===== src/rtl/srp_pkg.sv =====
// Shared constants and FSM state type for the sample-buffer readout path.
package srp_pkg;

  localparam int unsigned SRP_BUF_DEPTH = 2240;
  localparam int unsigned SRP_ADDR_W    = 12;
  localparam int unsigned SRP_DATA_W    = 8;
  localparam int unsigned SRP_LEN_W     = 12;

  typedef enum logic [1:0] {
    SRP_IDLE  = 2'd0,
    SRP_READ  = 2'd1,
    SRP_DRAIN = 2'd2
  } srp_state_e;

endpackage


===== src/rtl/srp_skid_buf.sv =====
// Two-entry FIFO between the buffer read port and the stream output.
module srp_skid_buf #(
  parameter int unsigned W = 9
) (
  input  logic         clk,
  input  logic         rst,
  input  logic         in_valid,
  input  logic [W-1:0] in_data,
  output logic         out_valid,
  input  logic         out_ready,
  output logic [W-1:0] out_data,
  output logic [1:0]   count
);

  logic [W-1:0] mem_q [2];
  logic         wr_q;
  logic         rd_q;
  logic [1:0]   cnt_q;
  logic         push_c;
  logic         pop_c;

  assign pop_c  = (cnt_q != 2'd0) && out_ready;
  // A full FIFO still accepts when it is popping in the same cycle
  assign push_c = in_valid && ((cnt_q != 2'd2) || pop_c);

  always_ff @(posedge clk or posedge rst) begin
    if (rst) begin
      mem_q[0] <= '0;
      mem_q[1] <= '0;
      wr_q     <= 1'b0;
      rd_q     <= 1'b0;
      cnt_q    <= 2'd0;
    end else begin
      if (push_c) begin
        mem_q[wr_q] <= in_data;
        wr_q        <= ~wr_q;
      end
      if (pop_c) begin
        rd_q <= ~rd_q;
      end
      cnt_q <= cnt_q + 2'(push_c) - 2'(pop_c);
    end
  end

  assign out_valid = (cnt_q != 2'd0);
  assign out_data  = mem_q[rd_q];
  assign count     = cnt_q;

endmodule


===== src/rtl/srp_buff_readout.sv =====
// Reads a frame out of the circular sample buffer and streams it on valid/ready.
module srp_buff_readout
  import srp_pkg::*;
#(
  parameter int unsigned DEPTH  = SRP_BUF_DEPTH,
  parameter int unsigned ADDR_W = SRP_ADDR_W,
  parameter int unsigned DATA_W = SRP_DATA_W,
  parameter int unsigned LEN_W  = SRP_LEN_W
) (
  input  logic              clk,
  input  logic              rst,
  input  logic              start,
  input  logic [ADDR_W-1:0] start_addr,
  input  logic [LEN_W-1:0]  frame_len,
  output logic              busy,
  output logic              done,
  output logic              err,
  output logic              bram_en,
  output logic              bram_we,
  output logic [ADDR_W-1:0] bram_addr,
  input  logic [DATA_W-1:0] bram_dout,
  output logic              m_valid,
  input  logic              m_ready,
  output logic [DATA_W-1:0] m_data,
  output logic              m_last
);

  srp_state_e        state_q, state_d;
  logic [ADDR_W-1:0] rd_ptr_q, rd_ptr_d;
  logic [LEN_W-1:0]  len_q, len_d;
  logic [LEN_W-1:0]  issued_q, issued_d;
  logic              busy_q, busy_d;
  logic              done_q, done_d;
  logic              err_q, err_d;
  logic              rd_vld_q;
  logic              rd_last_q;

  logic              issue_c;
  logic              last_issue_c;
  logic              pop_c;
  logic [2:0]        occ_c;
  logic              skid_vld;
  logic [DATA_W:0]   skid_data;
  logic [1:0]        skid_cnt;

  // Credit counts the read landing this cycle plus stored samples, net of the pop
  assign pop_c        = skid_vld && m_ready;
  assign occ_c        = 3'(skid_cnt) + 3'(rd_vld_q) - 3'(pop_c);
  assign last_issue_c = (issued_q == (len_q - LEN_W'(1)));

  always_ff @(posedge clk or posedge rst) begin
    if (rst) begin
      state_q   <= SRP_IDLE;
      rd_ptr_q  <= '0;
      len_q     <= '0;
      issued_q  <= '0;
      busy_q    <= 1'b0;
      done_q    <= 1'b0;
      err_q     <= 1'b0;
      rd_vld_q  <= 1'b0;
      rd_last_q <= 1'b0;
    end else begin
      state_q   <= state_d;
      rd_ptr_q  <= rd_ptr_d;
      len_q     <= len_d;
      issued_q  <= issued_d;
      busy_q    <= busy_d;
      done_q    <= done_d;
      err_q     <= err_d;
      rd_vld_q  <= issue_c;
      rd_last_q <= issue_c && last_issue_c;
    end
  end

  always_comb begin
    state_d  = state_q;
    rd_ptr_d = rd_ptr_q;
    len_d    = len_q;
    issued_d = issued_q;
    busy_d   = busy_q;
    done_d   = 1'b0;
    err_d    = 1'b0;
    issue_c  = 1'b0;
    case (state_q)
      SRP_IDLE: begin
        if (start) begin
          if ((start_addr >= ADDR_W'(DEPTH)) || (frame_len > LEN_W'(DEPTH))) begin
            err_d = 1'b1;
          end else if (frame_len == '0) begin
            done_d = 1'b1;
          end else begin
            rd_ptr_d = start_addr;
            len_d    = frame_len;
            issued_d = '0;
            busy_d   = 1'b1;
            state_d  = SRP_READ;
          end
        end
      end
      SRP_READ: begin
        issue_c = (occ_c < 3'd2);
        if (issue_c) begin
          rd_ptr_d = (rd_ptr_q == ADDR_W'(DEPTH - 1)) ? '0 : rd_ptr_q + ADDR_W'(1);
          issued_d = issued_q + LEN_W'(1);
          if (last_issue_c) begin
            state_d = SRP_DRAIN;
          end
        end
      end
      SRP_DRAIN: begin
        if (pop_c && m_last) begin
          busy_d  = 1'b0;
          done_d  = 1'b1;
          state_d = SRP_IDLE;
        end
      end
      default: begin
        state_d = SRP_IDLE;
      end
    endcase
  end

  srp_skid_buf #(
    .W(DATA_W + 1)
  ) u_skid (
    .clk       (clk),
    .rst       (rst),
    .in_valid  (rd_vld_q),
    .in_data   ({rd_last_q, bram_dout}),
    .out_valid (skid_vld),
    .out_ready (m_ready),
    .out_data  (skid_data),
    .count     (skid_cnt)
  );

  assign bram_en   = issue_c;
  assign bram_we   = 1'b0;
  assign bram_addr = rd_ptr_q;
  assign m_valid   = skid_vld;
  assign m_data    = skid_data[DATA_W-1:0];
  assign m_last    = skid_data[DATA_W];
  assign busy      = busy_q;
  assign done      = done_q;
  assign err       = err_q;

endmodule


===== config.mk =====
export PLATFORM = sky130hd
export DESIGN_NAME = srp_buff_readout
export DESIGN_NICKNAME = d
export VERILOG_FILES = /design/src/rtl/srp_pkg.sv /design/src/rtl/srp_skid_buf.sv /design/src/rtl/srp_buff_readout.sv
export SDC_FILE = /design/constraint.sdc
export NUM_CORES = 1
export LEC_CHECK = 0
export CELL_PAD_IN_SITES_DETAIL_PLACEMENT = 1
export CELL_PAD_IN_SITES_GLOBAL_PLACEMENT = 2
export CORE_MARGIN = 2
export CORE_UTILIZATION = 36
export CTS_CLUSTER_SIZE = 28
export DETAILED_ROUTE_END_ITERATION = 6
export DONT_BUFFER_PORTS = 1
export PLACE_DENSITY = 0.73
export SLEW_MARGIN = 15
export SYNTH_ARGS = -nofsm -noshare
export SYNTH_HDL_FRONTEND = slang
export SYNTH_HIERARCHICAL = 1
export SYNTH_SLANG_ARGS = --single-unit

===== constraint.sdc =====
create_clock -name clk -period 3.2 [get_ports clk]
set_clock_uncertainty 0.05 [all_clocks]
set_input_delay 0.48 -clock clk [delete_from_list [all_inputs] [get_ports clk]]
set_output_delay 0.48 -clock clk [all_outputs]
set_load 0.1 [all_outputs]

# Yosys cells after proc, flatten, opt, wreduce, memory -nomap -nowiden
# Index checks and enable logic that the tools add are counted.
[word_totals] regBits=65 elab_cells=98
[classes] n_addsub=7 order_cmp=6 n_eq_ne=11 mux=38 bitwise=6 reduce_logical=16
[op_table] op="$mux W12" n=9
[op_table] op="$pmux W12 S2" n=2
[op_table] op="$mux W9" n=4
[op_table] op="$add A12 B1 Y12 const B" n=2
[op_table] op="$bwmux W18" n=1
[op_table] op="$ne A2 B2 Y1 const B" n=7
[op_table] op="$eq A12 B12 Y1" n=1
[op_table] op="$eq A12 B12 Y1 const B" n=1
[op_table] op="$ge A12 B12 Y1 const B" n=1
[op_table] op="$gt A12 B12 Y1 const B" n=1
[op_table] op="$logic_not A12 Y1" n=1
[op_table] op="$mux W1" n=12
[op_table] op="$mux W2" n=6
[op_table] op="$sub A12 B1 Y12 const B" n=1
[op_table] op="$reduce_and A5 Y1" n=2
[op_table] op="$demux W9 S1" n=1
[op_table] op="$pmux W2 S3" n=1
[op_table] op="$reduce_and A6 Y1" n=1
[op_table] op="$reduce_bool A2 Y1" n=3
[op_table] op="$logic_and A1 B1 Y1" n=5
[op_table] op="$ge A2 B2 Y1 const B" n=2
[op_table] op="$not A1 Y1" n=4
[op_table] op="$not A1 Y2" n=2
[op_table] op="$pmux W1 S2" n=2
[op_table] op="other kinds (11)" n=12

# Logic depth before layout (Yosys ltp)
# Gate-level depths: netlist of run 1.
[logic_depth] depth_word=7 ltp_mapped=11

# Cells and area by module
# The synthesis of run 1 kept the hierarchy.
[modules_own_cells] module="srp_buff_readout" instances=1 cells_per_inst=303 area_each_um2=2700.1
[modules_own_cells] module="srp_skid_buf" instances=1 cells_per_inst=75 area_each_um2=998.5

# Least setup slack after synthesis of run 1
# Ideal clock, no wire load.
[synth_path] path_kind="flip-flop to flip-flop" from="register u_skid.cnt_q[1], in the netlist u_skid/count[1]" to="register rd_ptr_q[3], in the netlist bram_addr[3]" setup_time_ps=119 arrival_time_ps=4535 slack_ps=-1504 path_stages_with_launch=11 n_path_buf=0 period_less_slack_ps=4704 path_cell_list="dfrtp_1 -> or2_2 -> and2_1 -> ha_1 -> nor2b_1 -> fa_1 -> xor2_1 -> nand3_1 -> nor2_1 -> o21ai_0 -> o311ai_0"
[synth_via] elab_chain_cells=6 elab_cells_between_ends=7 classes_between="2 x add/sub; 1 x order compare; 1 x eq/ne; 3 x reduce/logical"
[synth_lines] item="from (decl)" line="srp_skid_buf.sv:18" text="logic [1:0] cnt_q;"
[synth_lines] item="from (signal assigned)" line="srp_skid_buf.sv:41" text="cnt_q <= cnt_q + 2'(push_c) - 2'(pop_c);"
[synth_lines] item="$reduce_bool A2 Y1" line="srp_skid_buf.sv:45" text="assign out_valid = (cnt_q != 2'd0);"
[synth_lines] item="net m_valid" line="srp_buff_readout.sv:22" text="output logic m_valid,"
[synth_lines] item="$logic_and A1 B1 Y1" line="srp_buff_readout.sv:47" text="assign pop_c = skid_vld && m_ready;"
[synth_lines] item="$sub A3 B1 Y3" line="srp_buff_readout.sv:48" text="assign occ_c = 3'(skid_cnt) + 3'(rd_vld_q) - 3'(pop_c);"
[synth_lines] item="$lt A3 B2 Y1" line="srp_buff_readout.sv:101" text="issue_c = (occ_c < 3'd2);"
[synth_lines] item="$ne A2 B2 Y1 (no line)"
[synth_lines] item="$reduce_and A5 Y1 (no line)"
[synth_lines] item="to (signal assigned)" line="srp_buff_readout.sv:64" text="rd_ptr_q <= rd_ptr_d;"
[synth_lines] item="to (decl)" line="srp_buff_readout.sv:29" text="logic [ADDR_W-1:0] rd_ptr_q, rd_ptr_d;"
# The timed path passes the listed nets, and every way through them passes these cells.
# A chain may end at the register's enable or synchronous reset.

# Worst setup path after layout of run 1
[layout_path] from="register u_skid.cnt_q[1], in the netlist u_skid/count[1]" to="output bram_en"
[layout_via] elab_chain_cells=5 elab_cells_between_ends=6 classes_between="2 x add/sub; 1 x order compare; 1 x mux; 2 x reduce/logical"
[layout_lines] item="parallel branches: the longest is 2 deep, another holds $add A2 B1 Y3"
[layout_lines] item="$sub A3 B1 Y3 (*)" line="srp_buff_readout.sv:48"
[layout_lines] item="$lt A3 B2 Y1 (*)" line="srp_buff_readout.sv:101"
[layout_lines] item="$mux W1 (*)" line="srp_buff_readout.sv:84" text="case (state_q)"
[layout_lines] item="to (decl)" line="srp_buff_readout.sv:18" text="output logic bram_en,"
# Mark *: on every way between the ends.

==> results.ini, run 1 <==
[status]
status=complete, no violations

[synthesis]
synth_cells=378
yosys_warnings=6
netlist.area_leader.share=0.440
ys_seq_area_frac=0.440
synth_cell_types=58
async_reset_ff_frac=1.00
synth_flop_cell=dfrtp_1
synth_area_leader_cell=dfrtp_1
synth_area_per_cell_sq_um=9.78
synth_fp_nets=421
syn_area_sq_mm=0.00370
synth-seq-cells=65
synth_edf_count=0
ys_top_cells_by_area=dfrtp_1 (44%), mux2_2 (9.4%), nand2_1 (3.8%)

[drt]
detail-route-antenna-nets=0
first_pass_iters=4
vias_per_cell=5.55
wire_per_inst_microns=18.5
vias=3015
first_iter_violations=97
wl_microns=10000
drc=0

[critical_path]
r2r-end=issued_q[6]
start_kind=register
critical_path_depth=9
cp_max_fo=5
cp.arrival_ns=2.60
path_buf_inv=1
max_stage_delay_ns=0.41
critPathRequiredTime_ns=2.67
path_class=register to primary output
cp_cell_sequence=or2_4 -> and2_4 -> ha_4 -> nor2b_4 -> fa_2 -> xor2_4 -> nand3_4 -> nor2_4 -> buf_12
rrSetupSlack_ns=0.15
reg2reg_depth=10
path_delay_family=simple AND/OR/NAND/NOR gates
slowest_stage=dfrtp_2
endpoint_kind=primary output
r2r-start=u_skid/count[1]

[die]
core_area_sq_mm=0.0101
io_pins=63
core.rowCount=37
die_x_microns=105
die_y_microns=105
start_util=0.365
die-area_sq_mm=0.0111

[final_layout]
postLayoutCellArea_sq_mm=0.00433
syn_to_final_growth_pct=17.0
drive_gt1_frac=0.246
fin_nets=445
utilization=0.427
diodes=0

[grt]
grt_max_degree=37
first_global_vias=3175
antenna_found_initial=0
overflow=0
grt_pass1_wl_microns=16600
grtUsageTotal=0.193

[sta]
report.final.slew_viol_count=0
clock.fmax_ghz=0.320
fin_crit_sh=0.977
period_minus_slack_ns=3.13
slew_headroom=0.375
rsz0062_at_grt=yes
tightest_slew_ns=0.937
fin_ws_ns=0.0735
hold_viol_final=0
setup_viol=0

[place]
globalplace.congestion=0.782
place_area_sq_mm=0.00404
dp_slack_ns=0.136
dp_hpwl_microns=7440
portBuffers=0

[cts]
cts_tree=done
htree_levels=3
cts_buffer_depth=2
cts.sinks=65
insertion_delay_ns=0.36
numCtsBuffers=9
clockRootBuffer=clkbuf_8
path_clk_slew_ns=0.08

[worst_hold_path]
hold_path.class=primary input to async pin

[run]
cap_violations=0

-- layout by cell type, fill, tap and decap left out, types with 5 or more instances in the layout --
cell type | netlist | layout
xor2_1 | 6 | 5
xnor2_1 | 13 | 13
o31ai_1 | 5 | 5
nand2_1 | 37 | 37
inv_1 | 16 | 14
and3_1 | 8 | 8
a21oi_1 | 13 | 13
nand4_1 | 7 | 7
nor4_1 | 6 | 6
mux2_2 | 31 | 31
o21ai_0 | 27 | 24
nor2_1 | 23 | 22
ha_1 | 6 | 5
dfrtp_1 | 65 | 64
buf_4 | 1 | 25
nand3_1 | 12 | 11
nor3_1 | 6 | 6
o211ai_1 | 6 | 6
clkbuf_8 | 0 | 11
-- state kept, by name (all words and copies together), names as in the netlist --
signal,count
u_skid/mem_q,18
bram_addr,12
issued_q,12
len_q,12
state_q,2
u_skid/count,2
busy,1
done,1
err,1
rd_last_q,1
rd_vld_q,1
u_skid/rd_q,1
u_skid/wr_q,1
-- what timing repair did --
| item | CTS | global route |
|---|---|---|
| buffers inserted | 0 | 5 |
| gates resized for setup | 0 | 2 |
| hold buffers | 0 | 0 |
| pin swaps | 1 | 4 |
| endpoints found under the setup margin | 1 | 2 |
-- synthesized netlist by cell type (2+ instances only) --
| cell | instances |
|---|---|
| and3_1 | 8 |
| a211oi_1 | 4 |
| o31ai_1 | 5 |
| dfrtp_1 | 65 |
| or4_1 | 4 |
| mux2_2 | 31 |
| inv_1 | 16 |
| o211ai_1 | 6 |
| nor3_1 | 6 |
| nor3b_1 | 4 |
| nand4b_1 | 2 |
| clkbuf_1 | 7 |
| or2_2 | 4 |
| nand3_1 | 12 |
| ha_1 | 6 |
| o22ai_1 | 4 |
| nand2_1 | 37 |
| a22oi_1 | 2 |
| o21ai_0 | 27 |
| a221o_1 | 2 |
| a31oi_1 | 4 |
| buf_2 | 4 |
| nand2b_1 | 3 |
| nor2_2 | 3 |
| a2111oi_0 | 2 |
| xor2_1 | 6 |
| nor2_1 | 23 |
| xnor2_1 | 13 |
| nor2b_1 | 5 |
| and2_1 | 3 |
| a21oi_1 | 13 |
| nand4_1 | 7 |
| mux2i_1 | 2 |
| or3_1 | 4 |
| a21o_1 | 3 |
| o311ai_0 | 4 |
| nor4_1 | 6 |
-- cells by family after synthesis --
family | after synthesis | share of synthesized area
AND/OR/NAND/NOR | 139 | 0.208
AO/OA/AOI/OAI | 85 | 0.149
flip-flops | 65 | 0.440
multiplexers | 33 | 0.0998
buffers and inverters | 29 | 0.0321
XOR/XNOR | 19 | 0.0450
adder cells (fa/ha/maj) | 7 | 0.0257
other | 1 | 0.00101
-- per-stage QoR --
step	std cells	setup TNS, ns	hold WS, ns
floorplan	378	-0.0626	0.418
global placement	522	0	0.433
detailed placement	522	0	0.444
CTS	538	0	0.126
global route	543	-0.0247	0.0783
finish	543	0	0.0411
-- metal layers --
metal,part of all wire,GRT usage,vias to the layer above
met5,0,0,-
met4,0.013,0.0552,0
met3,0.047,0.0569,9
met2,0.48,0.313,66
met1,0.46,0.250,1513
li1,-,-,1427
-- how the worst max path moves through the flow --
stage | from | to | slack [ns]
final | u_skid/count[1] | bram_en | 0.07
after floorplan | u_skid/count[0] | bram_addr[8] | -0.06
after global placement | u_skid/count[1] | issued_q[11] | 0.24
after detailed placement | u_skid/count[0] | issued_q[6] | 0.14
after CTS | u_skid/count[1] | bram_en | 0.02
after global routing | u_skid/count[1] | bram_en | -0.02
-- final cells by class --
| type | count | area [sq um] |
|---|---|---|
| Fill cell | 1158 | 5810 |
| Multi-Input combinational cell | 284 | 2030 |
| Sequential cell | 65 | 1630 |
| Timing Repair Buffer | 26 | 208 |
| Tap cell | 136 | 170 |
| Clock buffer | 12 | 155 |
| Clock inverter | 4 | 75.1 |
| Inverter | 16 | 60.1 |
Power of run 1 is left out: the tool's default activity adds up to more than one toggle a clock period on the data nets, which glitch-free logic cannot reach.
==> inputs of run 2 (changes only) <==
CELL_PAD_IN_SITES_DETAIL_PLACEMENT = 0   (was 1)
CELL_PAD_IN_SITES_GLOBAL_PLACEMENT = 1   (was 2)
CORE_UTILIZATION = 44   (was 36)
PLACE_DENSITY = 0.72   (was 0.73)
==> run 2 against run 1 <==
Global-route usage grew 1.4 points. Worst setup slack better by 0.024 ns. First-iteration DRC count is 2.1% lower. Via count down 3.0%. Sequential share of layout area is 0.72 points higher. Core utilization grew 9.3 points. Cell count fell by 6.3%. Largest cell class unchanged.
==> results.ini, run 2 (synthesized netlist as in run 1, its figures left out) <==
[die]
core.rowCount=33  ; -11%
die_x_microns=95.7  ; -9.2%
start_util=0.452  ; +0.0876
io_pins=63  ; unchanged
die_y_microns=95.7  ; -9.2%
die-area_sq_mm=0.00916  ; -18%
core_area_sq_mm=0.00818  ; -19%

[critical_path]
path_delay_family=simple AND/OR/NAND/NOR gates
cp_cell_sequence=or2_4 -> and2_4 -> ha_4 -> nor2b_2 -> fa_2 -> xor2_2 -> nand3_4 -> nor2_4 -> buf_12
endpoint_kind=primary output
cp_max_fo=6  ; +1
r2r-end=issued_q[11]
rrSetupSlack_ns=0.22  ; +0.07 ns
path_class=register to primary output
start_kind=register
cp.arrival_ns=2.57  ; -0.03 ns
max_stage_delay_ns=0.39  ; -0.02 ns
r2r-start=u_skid/count[0]
path_buf_inv=1  ; unchanged
slowest_stage=dfrtp_1
reg2reg_depth=10  ; unchanged
critPathRequiredTime_ns=2.67  ; about the same

[final_layout]
layout_common_cells=dfrtp_1 (64), nand2_1 (37), mux2_2 (31), o21ai_0 (24)
fill_cells=778  ; -33%
fin_nets=442  ; -0.67%
largest_reg_flops=18  ; unchanged
diodes=0  ; unchanged
drive_gt1_frac=0.240  ; -0.00560
layout_commonest_cell=dfrtp_1
regMostFlops=u_skid/mem_q
syn_to_final_growth_pct=14.8
instances_no_fill=509  ; -6.3%
utilization=0.519  ; +0.0925

[cts]
numCtsBuffers=9  ; unchanged
clockRootBuffer=clkbuf_8
cts_tree=done
ctsHoldBuffers=0  ; unchanged
path_clk_slew_ns=0.09  ; about the same
cts.sinks=65  ; unchanged
cts_buffer_depth=2  ; unchanged
cts_resized=0  ; unchanged
insertion_delay_ns=0.35  ; about the same
htree_levels=3  ; unchanged

[place]
globalplace.congestion=0.804  ; +2.7%
portBuffers=0  ; unchanged
dp_cells=492  ; -5.7%
dp_hpwl_microns=6500  ; -13%

[sta]
slew_headroom=0.375  ; -0.000477
fin_crit_sh=0.970  ; -0.00751
setup_viol=0  ; unchanged
report.final.slew_viol_count=0  ; unchanged
finalSetupTns_ns=0  ; unchanged
hold_viol_final=0  ; unchanged
clock.fmax_ghz=0.322  ; +0.78%
tightest_slew_ns=0.932  ; -0.00505 ns
hold_ws_ns=0.0479  ; +0.00678 ns
period_minus_slack_ns=3.10  ; -0.0240 ns

[drt]
first_iter_violations=95  ; -2.1%
vias_per_cell=5.75  ; +3.5%
detail-route-antenna-nets=0  ; unchanged
wl_microns=8650  ; -14%
first_pass_iters=7  ; +3
drc=0  ; unchanged
wire_per_inst_microns=17.0  ; -8.1%
vias=2926  ; -3.0%

[grt]
overflow=0  ; unchanged
antenna_found_initial=0  ; unchanged
grt_max_degree=37  ; unchanged
grt_pass1_wl_microns=14400  ; -13%
first_global_vias=2877  ; -9.4%
grtUsageTotal=0.207  ; +0.0137

[worst_hold_path]
hold_path.class=primary input to async pin

[status]
status=complete, no violations

[run]
cap_violations=0  ; unchanged

-- run 2: cell count changes in the layout (fill, tap and decap cells not counted), moves of 2 or more --
cell,change
clkbuf_8,-2
buf_4,-3
inv_6,+2
clkinv_4,+2
-- run 2: area by class of cell --
cell class,count,area [sq um],area share
Clock buffer,9,124,0.0292
Multi-Input combinational cell,284,2010,0.475
Sequential cell,65,1630,0.383
Tap cell,105,131,0.0309
Inverter,16,60.1,0.0141
Timing Repair Buffer,23,185,0.0436
Clock inverter,7,103,0.0242
-- run 2: metrics by stage --
stage               worst slack [ns]  cell area (sq um)
floorplan                    -0.0610               3750
global placement               0.296               4010
detailed placement             0.233               4010
CTS                           0.0144               4240
global route                -0.00151               4250
finish                        0.0976               4250
-- run 2: what timing repair did --
action,in CTS,in global routing
setup endpoints to repair,0,1
buffers inserted,0,1
endpoints found under the hold margin,0,0
-- run 2: how the worst max path moves through the flow --
| stage | depth (start not counted) | to | slack, ns | startpoint |
|---|---|---|---|---|
| finish | 9 | bram_en | 0.1 | u_skid/count[0] |
| global route | 9 | bram_en | -0.002 | u_skid/count[0] |
| CTS | 9 | bram_en | 0.01 | u_skid/count[0] |
| detailed placement | 10 | issued_q[9] | 0.23 | u_skid/count[0] |
| global placement | 10 | issued_q[11] | 0.30 | u_skid/count[1] |
| floorplan | 11 | bram_addr[8] | -0.06 | u_skid/count[0] |
-- run 2: routing by layer --
layer	global-route usage	part of all wire	vias to the layer above
li1	-	-	1421
met1	0.284	0.46	1439
met2	0.326	0.48	58
met3	0.0435	0.047	8
met4	0.0679	0.013	0
met5	0	0	-
Power of run 2 is left out for the same reason.
==> inputs of run 3 (changes only) <==
CTS_BUF_LIST = sky130_fd_sc_hd__clkbuf_16   (was unset)
==> run 3 against run 2 <==
Critical path depth is the same. Via count shrank 0.65%. Hold slack better by 0.027 ns. Design area is 2.2% higher. Critical path type unchanged. Core utilization increased by 1.1 points. Die area unchanged.
==> results.ini, run 3 (synthesized netlist as in run 1, its figures left out) <==
[cts]
cts_tree=done
cts_resized=0  ; unchanged
ctsHoldBuffers=0  ; unchanged
numCtsBuffers=9  ; unchanged
cts_buffer_depth=2  ; unchanged
cts.sinks=65  ; unchanged
path_clk_slew_ns=0.06  ; -0.03 ns
postCtsSetupBuffers=0  ; unchanged
insertion_delay_ns=0.33  ; -0.02 ns
htree_levels=3  ; unchanged
clockRootBuffer=clkbuf_16

[drt]
first_pass_iters=4  ; -3
detail-route-antenna-nets=0  ; unchanged
wire_per_inst_microns=17.0  ; +0.30%
vias_per_cell=5.72  ; -0.45%
first_iter_violations=93  ; -2.1%
drc=0  ; unchanged
wl_microns=8660  ; +0.10%
vias=2907  ; -0.65%

[place]
dp_cells=492  ; unchanged
globalplace.congestion=0.804  ; unchanged
portBuffers=0  ; unchanged
place_area_sq_mm=0.00401  ; unchanged
dp_hpwl_microns=6500  ; unchanged

[die]
die_x_microns=95.7  ; unchanged
die_y_microns=95.7  ; unchanged
core_area_sq_mm=0.00818  ; unchanged
die-area_sq_mm=0.00916  ; unchanged
core.rowCount=33  ; unchanged
start_util=0.452  ; unchanged
io_pins=63  ; unchanged

[final_layout]
postLayoutCellArea_sq_mm=0.00434  ; +2.2%
layout_common_cells=dfrtp_1 (64), nand2_1 (37), mux2_2 (31), o21ai_0 (24), nor2_1 (22)
drive_gt1_frac=0.238  ; -0.00189
diodes=0  ; unchanged
syn_to_final_growth_pct=17.3
regMostFlops=u_skid/mem_q
instances_no_fill=508  ; -0.20%
largest_reg_flops=18  ; unchanged
layout_commonest_cell=dfrtp_1
fin_nets=441  ; -0.23%

[sta]
rsz0062_at_grt=no
period_minus_slack_ns=3.10  ; -0.00238 ns
fin_crit_sh=0.969  ; about the same
tightest_slew_ns=0.941  ; +0.00883 ns
report.final.slew_viol_count=0  ; unchanged
setup_viol=0  ; unchanged
clock.fmax_ghz=0.323  ; about the same
slew_headroom=0.369  ; -0.00593
hold_viol_final=0  ; unchanged

[critical_path]
reg2reg_depth=10  ; unchanged
start_kind=register
critPathRequiredTime_ns=2.67  ; about the same
path_class=register to primary output
slowest_stage=dfrtp_1
r2r-start=u_skid/count[0]
r2r-end=issued_q[9]
cp_cell_sequence=or2_4 -> and2_4 -> ha_4 -> nor2b_2 -> fa_2 -> xor2_2 -> nand3_4 -> nor2_4 -> buf_12
endpoint_kind=primary output
max_stage_delay_ns=0.38  ; about the same
cp_max_fo=6  ; unchanged
cp.arrival_ns=2.57  ; about the same
rrSetupSlack_ns=0.24  ; +0.02 ns

[grt]
antenna_found_initial=0  ; unchanged
grt_pass1_wl_microns=14500  ; +0.58%
first_global_vias=2909  ; +1.1%
grtUsageTotal=0.208  ; +0.00147
overflow=0  ; unchanged
grt_max_degree=37  ; unchanged

[run]
cap_violations=0  ; unchanged

[status]
status=complete, no violations

[worst_hold_path]
hold_path.class=primary input to async pin

## run 3: cell count changes in the layout (fill, tap and decap cells not counted)
cell / before / now
clkbuf_8: 9 / 0
clkbuf_16: 0 / 9
buf_4: 22 / 21
## run 3: stage by stage
| step | util | hold WS (ns) | setup WS (ns) | setup TNS [ns] |
|---|---|---|---|---|
| after floorplan | - | 0.418 | -0.0610 | -0.0626 |
| after global placement | 0.491 | 0.433 | 0.296 | 0 |
| after detailed placement | 0.491 | 0.439 | 0.233 | 0 |
| after CTS | 0.531 | 0.0989 | 0.0458 | 0 |
| after global routing | 0.531 | 0.133 | 0.0106 | 0 |
| final | 0.531 | 0.0753 | 0.0999 | 0 |
## run 3: cell type report
cell class                      instances  area (sq um)
Clock buffer                            9           225
Clock inverter                          7           103
Fill cell                             758          3840
Inverter                               16          60.1
Multi-Input combinational cell        284          2010
Sequential cell                        65          1630
Tap cell                              105           131
Timing Repair Buffer                   22           178
## run 3: worst max path at each step
stage	from	endpoint	slack (ns)	cells past startpoint
floorplan	u_skid/count[0]	bram_addr[8]	-0.06	11
global placement	u_skid/count[1]	issued_q[11]	0.30	10
detailed placement	u_skid/count[0]	issued_q[9]	0.23	10
CTS	u_skid/count[0]	bram_en	0.05	9
global route	u_skid/count[0]	bram_en	0.01	9
finish	u_skid/count[0]	bram_en	0.1	9
## run 3: per-layer routing
layer	track usage	up-vias	wire length [microns]
met2	0.324	61	4110
met3	0.0458	12	463
li1	-	1420	-
met4	0.0821	0	154
met1	0.282	1414	3930
met5	0	-	0
## run 3: worst max-delay path, delay by kind of cell (launching register included)
| kind | cells | cell delay, ns |
|---|---|---|
| and+or+nand+nor | 5 | 0.80 |
| adders and majority gates | 2 | 0.63 |
| xor gates and xnor gates | 1 | 0.22 |
| buffers and inverters | 1 | 0.21 |
| DFF | 1 | 0.38 |
Power of run 3 is left out for the same reason.
